<file path="src/rtl/serial_receiver_4bit.sv">
// Serial-to-parallel frame receiver.
// A start request in IDLE opens a frame. The next WIDTH edges shift serialInput
// in MSB first. The completed word is then published on out, and valid pulses
// for the single DONE cycle. Back-to-back frames can start directly from DONE.
module serial_receiver_4bit #(
    parameter int WIDTH = 4
) (
    input  logic             clockpulse,
    input  logic             clear,
    input  logic             serialInput,
    input  logic             enableCapture,
    output logic [WIDTH-1:0] out,
    output logic [WIDTH-1:0] notout,
    output logic             valid,
    output logic             busy,
    output logic [2:0]       bitCount
);

    // Count value on the edge that samples the final bit of a frame.
    localparam logic [2:0] LAST_BIT = 3'(WIDTH - 1);

    typedef enum logic [1:0] {
        IDLE  = 2'd0,
        SHIFT = 2'd1,
        DONE  = 2'd2
    } state_t;

    state_t           state_q, state_d;
    logic [WIDTH-1:0] shift_q, shift_d;
    logic [WIDTH-1:0] out_q,   out_d;
    logic [2:0]       cnt_q,   cnt_d;
    logic [WIDTH-1:0] shifted;

    // Shift register contents once the current serial bit is appended.
    assign shifted = {shift_q[WIDTH-2:0], serialInput};

    // State and datapath registers.
    // clear discards any partial frame and the last published word.
    always_ff @(posedge clockpulse or posedge clear) begin
        if (clear) begin
            state_q <= IDLE;
            shift_q <= '0;
            out_q   <= '0;
            cnt_q   <= '0;
        end else begin
            state_q <= state_d;
            shift_q <= shift_d;
            out_q   <= out_d;
            cnt_q   <= cnt_d;
        end
    end

    // Next-state logic.
    // serialInput is consumed only in SHIFT, so out changes only on the final bit.
    always_comb begin
        state_d = state_q;
        shift_d = shift_q;
        out_d   = out_q;
        cnt_d   = cnt_q;
        case (state_q)
            IDLE: begin
                if (enableCapture) begin
                    state_d = SHIFT;
                    shift_d = '0;
                    cnt_d   = '0;
                end
            end
            SHIFT: begin
                // enableCapture is ignored here; a frame always runs WIDTH bits.
                shift_d = shifted;
                cnt_d   = cnt_q + 3'd1;
                if (cnt_q == LAST_BIT) begin
                    out_d   = shifted;
                    state_d = DONE;
                end
            end
            DONE: begin
                cnt_d = '0;
                if (enableCapture) begin
                    state_d = SHIFT;
                    shift_d = '0;
                end else begin
                    state_d = IDLE;
                end
            end
            default: begin
                state_d = IDLE;
                shift_d = '0;
                cnt_d   = '0;
            end
        endcase
    end

    assign out      = out_q;
    assign notout   = ~out_q;
    assign valid    = (state_q == DONE);
    assign busy     = (state_q == SHIFT);
    assign bitCount = cnt_q;

endmodule

</file>
<file path="config.mk">
export PLATFORM = sky130hd
export DESIGN_NAME = serial_receiver_4bit
export DESIGN_NICKNAME = d
export VERILOG_FILES = /design/src/rtl/serial_receiver_4bit.sv
export SDC_FILE = /design/constraint.sdc
export NUM_CORES = 1
export LEC_CHECK = 0
export ABC_AREA = 1
export BUFFER_PORTS_ARGS = -buffer_cell sky130_fd_sc_hd__buf_2
export CAP_MARGIN = 0
export CORE_MARGIN = 8
export CORE_UTILIZATION = 25
export CTS_CLUSTER_SIZE = 25
export DETAILED_ROUTE_END_ITERATION = 16
export SETUP_SLACK_MARGIN = 0.3
export SLEW_MARGIN = 5
export SYNTH_ARGS = -nofsm -noshare
export SYNTH_HDL_FRONTEND = slang
export SYNTH_SLANG_ARGS = --single-unit
</file>
<file path="constraint.sdc">
create_clock -name clockpulse -period 1.1 [get_ports clockpulse]
set_input_delay 0 -clock clockpulse [delete_from_list [all_inputs] [get_ports clockpulse]]
set_output_delay 0 -clock clockpulse [all_outputs]
set_load 0.005 [all_outputs]
</file>
== After elaboration in Yosys (flattened, before gate mapping) ==
Cells that the tools add are included.

* Add/sub/neg operators: 1
* Equal/unequal tests: 6
* Mux-type cells: 8
* Bitwise logic cells: 1
* Reductions and logical operators: 4

{| class="wikitable"
|+ Operators by type and width
! cell !! number
|-
| $pmux W3 S2 || 2
|-
| $mux W3 || 2
|-
| $pmux W2 S3 || 1
|-
| $mux W2 || 2
|-
| $ne A2 B1 Y1 const B || 2
|-
| $not A4 Y4 || 1
|-
| $reduce_and A2 Y1 || 2
|-
| $add A3 B1 Y3 const B || 1
|-
| $eq A3 B2 Y1 const B || 1
|-
| $eq A2 B1 Y1 const B || 1
|-
| $eq A2 B2 Y1 const B || 1
|-
| $logic_not A2 Y1 || 1
|-
| $ne A2 B2 Y1 const B || 1
|-
| $reduce_or A2 Y1 || 1
|-
| $mux W1 || 1
|}

* Bits in registers: 12
* Bits of input ports: 4
* Output and inout bits: 13

== Longest topological paths before layout ==
Gate-level depths: netlist of run 1.

* Depth in word-level cells: 3
* Mapped depth: 5

== Worst setup path before layout of run 1 ==
OpenSTA, ideal clock, no wires.

* Kind: reg2reg
* Start point: register cnt_q[0], in the netlist bitCount[0]
* End point: register out_q[0], in the netlist out[0]
* Setup time: 0.066 ns
* Data arrival time: 1.080 ns
* Required time: 1.034 ns
* Slack: -0.046 ns
* Stages on the path, launching flop included: 6
* Period minus slack after synthesis: 1.146 ns
* Cells stage by stage: dfrtp_1 ha_1 ha_1 nand3_1 nand2_1 nand2_1

* Cells in the longest elaborated chain, start to end: 2

{| class="wikitable"
|+ RTL lines
! element !! line !! text
|-
| from (decl) || 31 || <nowiki>logic [2:0] cnt_q, cnt_d;</nowiki>
|-
| from (signal assigned) || 49 || <nowiki>cnt_q <= cnt_d;</nowiki>
|-
| $eq A3 B2 Y1 || 72 || <nowiki>if (cnt_q == LAST_BIT) begin</nowiki>
|-
| $reduce_and A2 Y1 (no line) || n/a ||
|-
| to (signal assigned) || 48 || <nowiki>out_q <= out_d;</nowiki>
|-
| to (decl) || 30 || <nowiki>logic [WIDTH-1:0] out_q, out_d;</nowiki>
|}

No other way between the ends.
A chain may end at the register's enable or synchronous reset.

== Worst setup path in the final report of run 1 ==
* Start point: register cnt_q[0], in the netlist bitCount[0]
* End point: register cnt_q[2], in the netlist bitCount[2]

* Cells in the longest elaborated chain, start to end: 2

{| class="wikitable"
|+ RTL lines
! element !! line !! text
|-
| $add A3 B1 Y3 || 71 || <nowiki>cnt_d = cnt_q + 3'd1;</nowiki>
|-
| $pmux W3 S2 || 60 || <nowiki>case (state_q)</nowiki>
|}

No other way between the ends.

==> flow_summary_export.csv, run 1 <==
group,metric,value,unit
outcome,status,"completed",
synthesis,synth_seq_cells,12,
die,coreArea,2150,sq um
synthesis,avgSynthCellArea,8.70,sq um
worst_setup_path,crit_path_end_kind,"flop",
synthesis,synth_warnings,0,
place,gp_congestion,0.774,
detailed_routing,dr.pass1.iters,3,
global_route,track_usage,0.0779,
die,pin_count,17,
worst_setup_path,critPathMaxFanout,2,
global_route,grt_pass1_vias,547,
die,initial_core_util,0.255,
die,die_area,3950,sq um
cells_and_area,register_area,303,sq um
cts,clk_pin_slew,0.07,ns
detailed_routing,wire_per_inst,11.5,microns
cells_and_area,nFillCells,232,
detailed_routing,drc,0,
cells_and_area,final_nets,108,
cts,ctsLongestPathBuffers,2,
cells_and_area,area_growth,64.4,%
cts,cts_buffers,3,
die,die_y,62.8,microns
global_route,grt_pass1_wl,2.44,mm
timing,setup_viol,0,
synthesis,seq_area_frac_synth,0.548,
synthesis,syn_inst,63,
detailed_routing,dr.first_iter.drc_count,7,
timing,min_period,1.07,ns
worst_setup_path,arrival,1.24,ns
cells_and_area,finish.instance_area,901,sq um
cells_and_area,multi_input_area,245,sq um
pwr,ir_drop,0.00111,V
cts,clockRootBuffer,"clkbuf_4",
worst_setup_path,criticalPathCategory,"reg -> reg",
cts,htreeDepth,1,
worst_setup_path,critPathLaunchType,"flop",
hold_path,holdCritPathClass,"in -> async",
worst_setup_path,critPathRequiredTime,1.27,ns
timing,slew_viol_final,0,
cts,cts_sinks,12,
detailed_routing,routed_via_density,4.19,
synthesis,synth_cell_type_count,11,
worst_setup_path,path_cells,"ha_4, ha_4, inv_2, nand2_1, nand2_1",
synthesis,synthesis.nets,69,
timing,finalClockSkew,0.00272,ns
detailed_routing,wirelength,1.47,mm
timing,rsz0062_at_grt,"true",
timing,fin_tns_setup,0,ns
cts,cts_tree,"built",
cells_and_area,layout-drive-gt1-share,0.510,
place,dpl_cell_area,699,sq um
cts,clkLatencyLatePin,0.27,ns
global_route,antenna_found_initial,0,
flow_run,cap_violations,0,
cells_and_area,post-route-util,0.419,
die,num_rows,17,
synthesis,syn-cell-area,548,sq um
worst_setup_path,max_stage_delay,0.42,ns
timing,tightest_slew,0.472,ns
timing,timing.final.crit_share,0.968,
pwr,p_leak,0.486,nW
place,dp_cells,107,
detailed_routing,num_vias,536,
cells_and_area,fin_cells,128,
global_route,grt_max_degree,13,
pwr,power_density,2790,nW/um^2
timing,max_freq,0.939,GHz
timing,finalHoldViolations,0,
place,hpwl,964,microns
cells_and_area,antenna_cells,0,
die,die_x,62.8,microns
detailed_routing,ant_nets,0,
global_route,grt_overflow,0,
worst_setup_path,crit_slowest_cell,"dfrtp_1",
place,port_buffers,16,
timing,slew_headroom,0.685,
## synth_stat cells
cell type / n / area [sq um]
a21oi_1: 1 / 5.00
inv_2: 2 / 7.51
nand3_1: 4 / 20.0
ha_1: 2 / 25.0
nor2_1: 1 / 3.75
nand4_1: 4 / 25.0
inv_1: 10 / 37.5
dfrtp_1: 12 / 300
nor2_4: 2 / 22.5
buf_6: 1 / 11.3
nand2_1: 24 / 90.1
## through the flow
stage / power (mW) / setup slack [ns] / hold WS, ns
finish: 2.52 / 0.0347 / 0.273
global route: 2.75 / -0.0207 / 0.328
CTS: 2.27 / 0.0243 / 0.271
detailed placement: 1.74 / 0.0203 / 0.0383
global placement: 1.70 / 0.0507 / 0.0243
floorplan: 1.38 / 0.0429 / -0.135
## repair_timing
item | CTS | global route
buffers inserted | 9 | 6
hold buffers | 3 | 0
pin swaps | 11 | 5
gates resized for setup | 6 | 7
endpoints found under the setup margin | 25 | 25
hold endpoints to repair | 15 | 0
## critical path, delay by kind of cell (launching register included)
kind          cells  cell delay, ns
buf+inv           1            0.02
fa+ha+maj         2            0.44
simple gates      2            0.09
flops             1            0.42
## metal layers
layer  part of all wire  up-vias  track usage  wire, microns
met3              0.095        4       0.0556            140
li1                   -      267            -              -
met2               0.49       18        0.125            720
met5                  0        -            0              0
met4              0.015        0       0.0342             22
met1               0.40      247       0.0744            590
## sequential cells by signal, indices dropped and copies added, names as in the netlist
| register | count |
|---|---|
| out | 4 |
| bitCount | 3 |
| shift_q | 3 |
| state_q | 2 |
## worst paths after layout
kind | slack, ns | end | from | cells after the start
max | 0.03 | bitCount[2] | bitCount[0] | 5
min reg2reg | 0.50 | shift_q[2] | shift_q[2] | 2
min | 0.27 | shift_q[1] | clear | 3
max reg2reg | 0.03 | bitCount[2] | bitCount[0] | 5
max in group asynchronous | 0.48 | state_q[1] | clear | 3
min in group clockpulse | 0.50 | shift_q[2] | shift_q[2] | 2
## logic make-up (layout without fill, tap and decap cells)
family	after synthesis	count (layout)	share of synthesized area
adder cells (fa/ha/maj)	2	2	0.0457
buffers and inverters	13	50	0.103
AND/OR/NAND/NOR	35	35	0.295
AO/OA/AOI/OAI	1	1	0.00912
flip-flops	12	12	0.548
## layout by cell type (no fill, tap or decap)
master          n
buf_2          16
nand3_1         2
nand4_1         4
buf_4          12
a21oi_2         1
nor2_1          1
inv_2           2
dfrtp_1        10
nand2_1        21
clkbuf_4        3
dlygate4sd3_1   3
ha_4            2
nand2_2         3
nor2_4          2
nand3_2         1
inv_1           8
buf_6           4
dfrtp_2         2
nand3_4         1
inv_4           2
## final cells by class
cell class / count / share of cell area
Sequential cell: 12 / 0.336
Tap cell: 28 / 0.0389
Inverter: 12 / 0.0556
Timing Repair Buffer: 35 / 0.272
Multi-Input combinational cell: 38 / 0.272
Clock buffer: 3 / 0.0250
## power by group
group / total [mW] / switching (mW) / internal (mW) / leakage (nW)
logic: 1.44 / 0.635 / 0.800 / 0.324
registers: 0.807 / 0.168 / 0.639 / 0.148
clock network: 0.273 / 0.146 / 0.127 / 0.0138
total: 2.52 / 0.949 / 1.57 / 0.486
Note: power is estimated with default switching activity, not from simulation.
==> inputs of run 2 (changes only) <==
CORE_UTILIZATION = 40   (was 25)
PLACE_DENSITY = 0.67   (was not set)
==> run 2 against run 1 <==
  * Wire length shrank 10%
  * Via count shrank 6.5%
  * Critical path depth is the same
  * Cell count shrank 13%
  * Sequential share of layout area grew 1.5 points
  * Utilization grew 25 points
  * Power shrank 3.9%
  * Clock power grew 29%
  * Flip-flop and latch count is the same
  * Worst setup slack lost 0.017 ns
  * Largest cell class unchanged
==> flow_summary_export.csv, run 2 (synthesized netlist as in run 1, its figures left out) <==
group,metric,value,unit
worst_setup_path,r2r_slack,0.02,ns
detailed_routing,num_vias,501,
timing,slew_viol_final,0,
timing,min_period,1.08,ns
pwr,power,2.42,mW
worst_setup_path,r2r_start,"bitCount[0]",
cells_and_area,nFillCells,109,
cells_and_area,layout-drive-gt1-share,0.531,
detailed_routing,dr.first_iter.drc_count,12,
flow_run,cap_violations,0,
worst_setup_path,path_cells,"ha_4, ha_4, nand3_4, nand2_1, nand2_1",
worst_setup_path,critPathLaunchType,"flop",
worst_setup_path,arrival,1.25,ns
timing,whs,0.0120,ns
place,port_buffers,16,
hold_path,min_delay_path_depth,4,
cells_and_area,post-route-util,0.669,
worst_setup_path,crit_slowest_cell,"dfrtp_1",
timing,setup_viol,0,
worst_setup_path,max_stage_delay,0.41,ns
place,hpwl,923,microns
die,num_rows,13,
die,coreArea,1280,sq um
detailed_routing,wire_per_inst,11.9,microns
outcome,status,"completed",
cells_and_area,register_area,302,sq um
timing,finalHoldViolations,0,
cells_and_area,final_nets,103,
worst_setup_path,timing.critical_path.buf_inv,0,
die,die_area,2810,sq um
worst_setup_path,crit_end,"out[3]",
die,die_y,53.0,microns
worst_setup_path,critPathRequiredTime,1.27,ns
cts,cts_buffers,3,
cts,cts_sinks,12,
die,initial_core_util,0.426,
worst_setup_path,criticalPathCategory,"reg -> reg",
cts,htreeDepth,1,
global_route,track_usage,0.102,
detailed_routing,wirelength,1.33,mm
place,gp_congestion,0.742,
worst_setup_path,startpoint,"bitCount[0]",
global_route,grt_overflow,0,
pwr,power_density,2810,nW/um^2
cts,cts_tree,"built",
detailed_routing,drc,0,
cells_and_area,final_common_cell,"nand2_1",
worst_setup_path,cp.depth,5,
detailed_routing,dr.pass1.iters,4,
worst_setup_path,reg2reg_depth,5,
worst_setup_path,crit_path_end_kind,"flop",
die,die_x,53.0,microns
timing,tightest_slew,0.451,ns
cells_and_area,area_growth,56.8,%
global_route,antenna_found_initial,0,
cells_and_area,multi_input_area,255,sq um
pwr,ir_drop,0.00140,V
global_route,grt_max_degree,13,
timing,slew_headroom,0.699,
cells_and_area,antenna_cells,0,
die,pin_count,17,
timing,rsz0062_at_grt,"true",
cts,clockRootBuffer,"clkbuf_4",
detailed_routing,routed_via_density,4.51,
cts,clk_pin_slew,0.08,ns
cts,clkLatencyLatePin,0.27,ns
global_route,grt_pass1_wl,2.12,mm
cells_and_area,mostFrequentLayoutCells,"19 x nand2_1, 16 x buf_2, 11 x dfrtp_1, 10 x buf_4, 7 x inv_1",
timing,timing.final.crit_share,0.984,
timing,finalClockSkew,0.00336,ns
worst_setup_path,crit_family,"flip-flops",
detailed_routing,ant_nets,0,
worst_setup_path,critPathMaxFanout,6,
hold_path,holdCritPathClass,"in -> reg",
worst_setup_path,reg2reg_to,"out[3]",
timing,max_freq,0.924,GHz
cts,ctsLongestPathBuffers,2,
cells_and_area,largest_reg_flops,4,
global_route,grt_pass1_vias,519,
pwr,p_leak,0.466,nW
## run 2: cell types whose count changed in the layout (fill, tap and decap cells not counted), moves of 2 or more
cell | previous run | this run
nand2_2 | 3 | 5
nand2_1 | 21 | 19
buf_6 | 4 | 2
buf_4 | 12 | 10
## run 2: repair_timing
action,4_1_cts,5_1_grt
buffers inserted,10,1
hold buffers,2,0
pin swaps,10,7
endpoints found under the setup margin,25,25
endpoints found under the hold margin,14,0
gates resized for setup,7,7
## run 2: power by group
part	internal, mW	switching [mW]
Sequential	0.636	0.161
Clock	0.201	0.150
Combinational	0.662	0.609
Total	1.50	0.920
## run 2: metrics by stage
| stage | std cells | cell area (sq um) | setup TNS (ns) | setup WS, ns |
|---|---|---|---|---|
| 6_report | 111 | 860 | 0 | 0.0177 |
| 3_3_place_gp | 94 | 683 | 0 | 0.0353 |
| 3_5_place_dp | 94 | 683 | 0 | 0.00199 |
| 5_1_grt | 111 | 860 | -0.127 | -0.0366 |
| 2_1_floorplan | 63 | 588 | 0 | 0.0429 |
| 4_1_cts | 110 | 836 | 0 | 0.0166 |
## run 2: worst register-to-register path: cells and delay by family, from the launching register on
| family | cells | cell delay, ns |
|---|---|---|
| simple gates | 3 | 0.24 |
| fa+ha+maj | 2 | 0.33 |
| flops | 1 | 0.41 |
## run 2: worst min-delay path by stage
stage / startpoint / to / slack, ns
5_1_grt: enableCapture / bitCount[0] / 0.01
2_1_floorplan: clear / bitCount[0] / -0.14
6_report: enableCapture / bitCount[1] / 0.01
4_1_cts: enableCapture / bitCount[0] / 0.006
3_5_place_dp: clear / shift_q[1] / 0.03
3_3_place_gp: clear / shift_q[0] / 0.03
## run 2: final cells by class
| type | count | share of cell area |
|---|---|---|
| well taps | 15 | 0.0218 |
| flip-flops and latches | 12 | 0.351 |
| multi-input cells | 38 | 0.297 |
| inverters | 12 | 0.0582 |
| clock buffers | 4 | 0.0422 |
| repair buffers | 30 | 0.230 |
## run 2: routing by layer
| layer | vias to the layer above | wire length [microns] | share of wire | track usage |
|---|---|---|---|---|
| met5 | - | 0 | 0 | 0 |
| li1 | 259 | - | - | - |
| met2 | 10 | 705 | 0.53 | 0.178 |
| met1 | 230 | 546 | 0.41 | 0.107 |
| met4 | 0 | 9 | 0.0068 | 0.0603 |
| met3 | 2 | 64 | 0.048 | 0.0252 |
==> inputs of run 3 (changes only) <==
ABC_AREA = not set   (was 1)
clock period = 0.9 ns   (was 1.1 ns; I/O delays follow)
==> run 3 against run 2 <==
  * The run now ends with hold timing, setup timing left
  * Synthesized area is 8.2% higher
  * Clock skew is essentially flat
  * Sequential share of layout area shrank 0.45 points
  * Power increased by 22%
  * Via count is 11% lower
  * Clock-buffer cell count fell by 1
  * Critical endpoint is now out[0]
  * Largest cell class unchanged
  * Largest power group unchanged
==> flow_summary_export.csv, run 3 <==
group,metric,value,unit
timing,setup_viol,16,
pwr,ir_drop,0.00153,V
detailed_routing,dr.pass1.iters,2,
global_route,grt_pass1_vias,414,
timing,min_period,1.30,ns
place,gp_congestion,0.804,
cells_and_area,area_growth,46.8,%
detailed_routing,routed_via_density,4.72,
global_route,grt_pass1_wl,1.86,mm
hold_path,holdCritPathClass,"in -> async",
global_route,grt_overflow,0,
synthesis,avgSynthCellArea,11.9,sq um
worst_setup_path,arrival,1.45,ns
cts,cts_sinks,12,
synthesis,synth_top_area_frac,0.506,
timing,slew_headroom,0.703,
worst_setup_path,crit_path_end_kind,"flop",
cells_and_area,largest_reg_flops,4,
detailed_routing,num_vias,448,
place,port_buffers,16,
detailed_routing,wire_per_inst,12.6,microns
cells_and_area,finish.instance_area,871,sq um
place,dpl_cell_area,727,sq um
synthesis,ys_async_sr_fraction,1.00,
pwr,power,2.94,mW
synthesis,yosysTopAreaCell,"dfrtp_1",
global_route,track_usage,0.0846,
timing,fin_tns_setup,-3.96,ns
timing,tightest_slew,0.446,ns
place,hpwl,837,microns
cells_and_area,final_nets,87,
synthesis,synth_warnings,0,
synthesis,syn-cell-area,593,sq um
cts,cts_buffers,3,
timing,timing.final.crit_share,1.44,
timing,slew_viol_final,0,
outcome,status,"finished, violations left",
die,die_y,54.5,microns
timing,max_freq,0.770,GHz
cells_and_area,post-route-util,0.599,
synthesis,synth_area_leaders,"dfrtp_1 51%, mux2_4 10%, inv_1 4.4%, or3b_1 4.4%, ha_1 4.2%",
synthesis,synth_common_cells,"12 x dfrtp_1, 7 x inv_1, 4 x mux2_4, 4 x nand2b_1",
die,pin_count,17,
die,initial_core_util,0.408,
global_route,grt_max_degree,13,
cts,htreeDepth,1,
synthesis,synth_edf_count,0,
detailed_routing,wirelength,1.20,mm
detailed_routing,drc,0,
global_route,antenna_found_initial,0,
worst_setup_path,critPathLaunchType,"flop",
cts,clk_pin_slew,0.07,ns
synthesis,synth_seq_cells,12,
die,num_rows,14,
synthesis,synth.most_common_cell,"dfrtp_1",
outcome,violations,"hold timing, setup timing",
synthesis,synth_ff_type,"dfrtp_1",
cells_and_area,final_common_cell,"buf_2",
worst_setup_path,critPathMaxFanout,5,
cts,clkLatencyLatePin,0.26,ns
cts,cts_tree,"built",
timing,whs,-0.274,ns
worst_setup_path,critPathRequiredTime,1.05,ns
pwr,power_density,3380,nW/um^2
worst_setup_path,criticalPathCategory,"reg -> reg",
cts,ctsLongestPathBuffers,2,
die,die_x,54.5,microns
cells_and_area,layout-drive-gt1-share,0.582,
pwr,p_leak,0.462,nW
timing,finalHoldViolations,14,
detailed_routing,dr.first_iter.drc_count,2,
synthesis,synth_cell_type_count,17,
synthesis,seq_area_frac_synth,0.506,
detailed_routing,ant_nets,0,
timing,rsz0062_at_grt,"true",
synthesis,syn_inst,50,
die,coreArea,1450,sq um
flow_run,cap_violations,0,
cts,clockRootBuffer,"clkbuf_4",
synthesis,synthesis.nets,56,
timing,finalClockSkew,0.00304,ns
timing,setup_ws,-0.399,ns
die,die_area,2970,sq um
cells_and_area,fin_cells,95,
place,dp_cells,85,
cells_and_area,mostFrequentLayoutCells,"13 x buf_2, 11 x dfrtp_1, 8 x buf_6, 7 x inv_1, 6 x buf_4",
cells_and_area,antenna_cells,0,
place,dp_slack,-0.389,ns
[run 3: cell count changes after synthesis, sizes merged, moves of 2 or more]
| cell | previous run | this run |
|---|---|---|
| nand2 | 24 | 1 |
| mux2 | 0 | 5 |
| or3b | 0 | 3 |
| nand4 | 4 | 0 |
| nand3b | 0 | 4 |
| nand2b | 0 | 4 |
| nor2 | 3 | 1 |
| nand3 | 4 | 0 |
| o21ai | 0 | 3 |
| a21oi | 1 | 3 |
| inv | 12 | 7 |
| nor2b | 0 | 2 |
[run 3: cell type report]
cell class	count	area [sq um]
Multi-Input combinational cell	29	295
Fill cell	121	583
Tap cell	16	20.0
Timing Repair Buffer	28	205
Sequential cell	12	302
Clock buffer	3	22.5
Inverter	7	26.3
[run 3: power breakdown]
part	internal [mW]	switching, mW	total, mW
Clock	0.154	0.155	0.310
Sequential	0.782	0.226	1.01
Combinational	1.06	0.567	1.62
[run 3: logic make-up (layout without fill, tap and decap cells)]
logic type / Yosys count / count (layout) / share of synthesized area
and+or+nand+nor: 16 / 16 / 0.205
DFF: 12 / 12 / 0.506
buffers and inverters: 9 / 38 / 0.0760
AOI/OAI and AO/OA: 6 / 6 / 0.0506
muxes: 5 / 5 / 0.120
adders and majority gates: 2 / 2 / 0.0422
[run 3: worst max-delay path, cell delays in order (launching register included)]
cell and delay (ns):
dfrtp_1 0.39, ha_2 0.21, ha_4 0.17, nand3b_4 0.11, mux2_4 0.30
[run 3: worst paths after layout]
path | from | to | slack (ns) | cells after the start
worst max-delay path | bitCount[1] | out[0] | -0.40 | 4
worst min-delay path | clear | bitCount[1] | -0.27 | 2
worst max register to register | bitCount[1] | out[0] | -0.40 | 4
worst min register to register | out[3] | out[3] | 0.53 | 1
max in group asynchronous | clear | state_q[0] | 0.84 | 2
min in group clockpulse | serialInput | out[0] | -0.01 | 2
[run 3: repair_timing]
item | 4_1_cts | 5_1_grt
pin swaps | 2 | 2
setup endpoints to repair | 25 | 25
hold endpoints to repair | 15 | 15
resized for setup | 16 | 2
buffers inserted | 4 | 3
[run 3: routing by layer]
layer / GRT usage / up-vias / part of all wire
li1: - / 223 / -
met1: 0.105 / 210 / 0.46
met2: 0.134 / 13 / 0.47
met3: 0.0326 / 2 / 0.057
met4: 0.0246 / 0 / 0.019
met5: 0 / - / 0
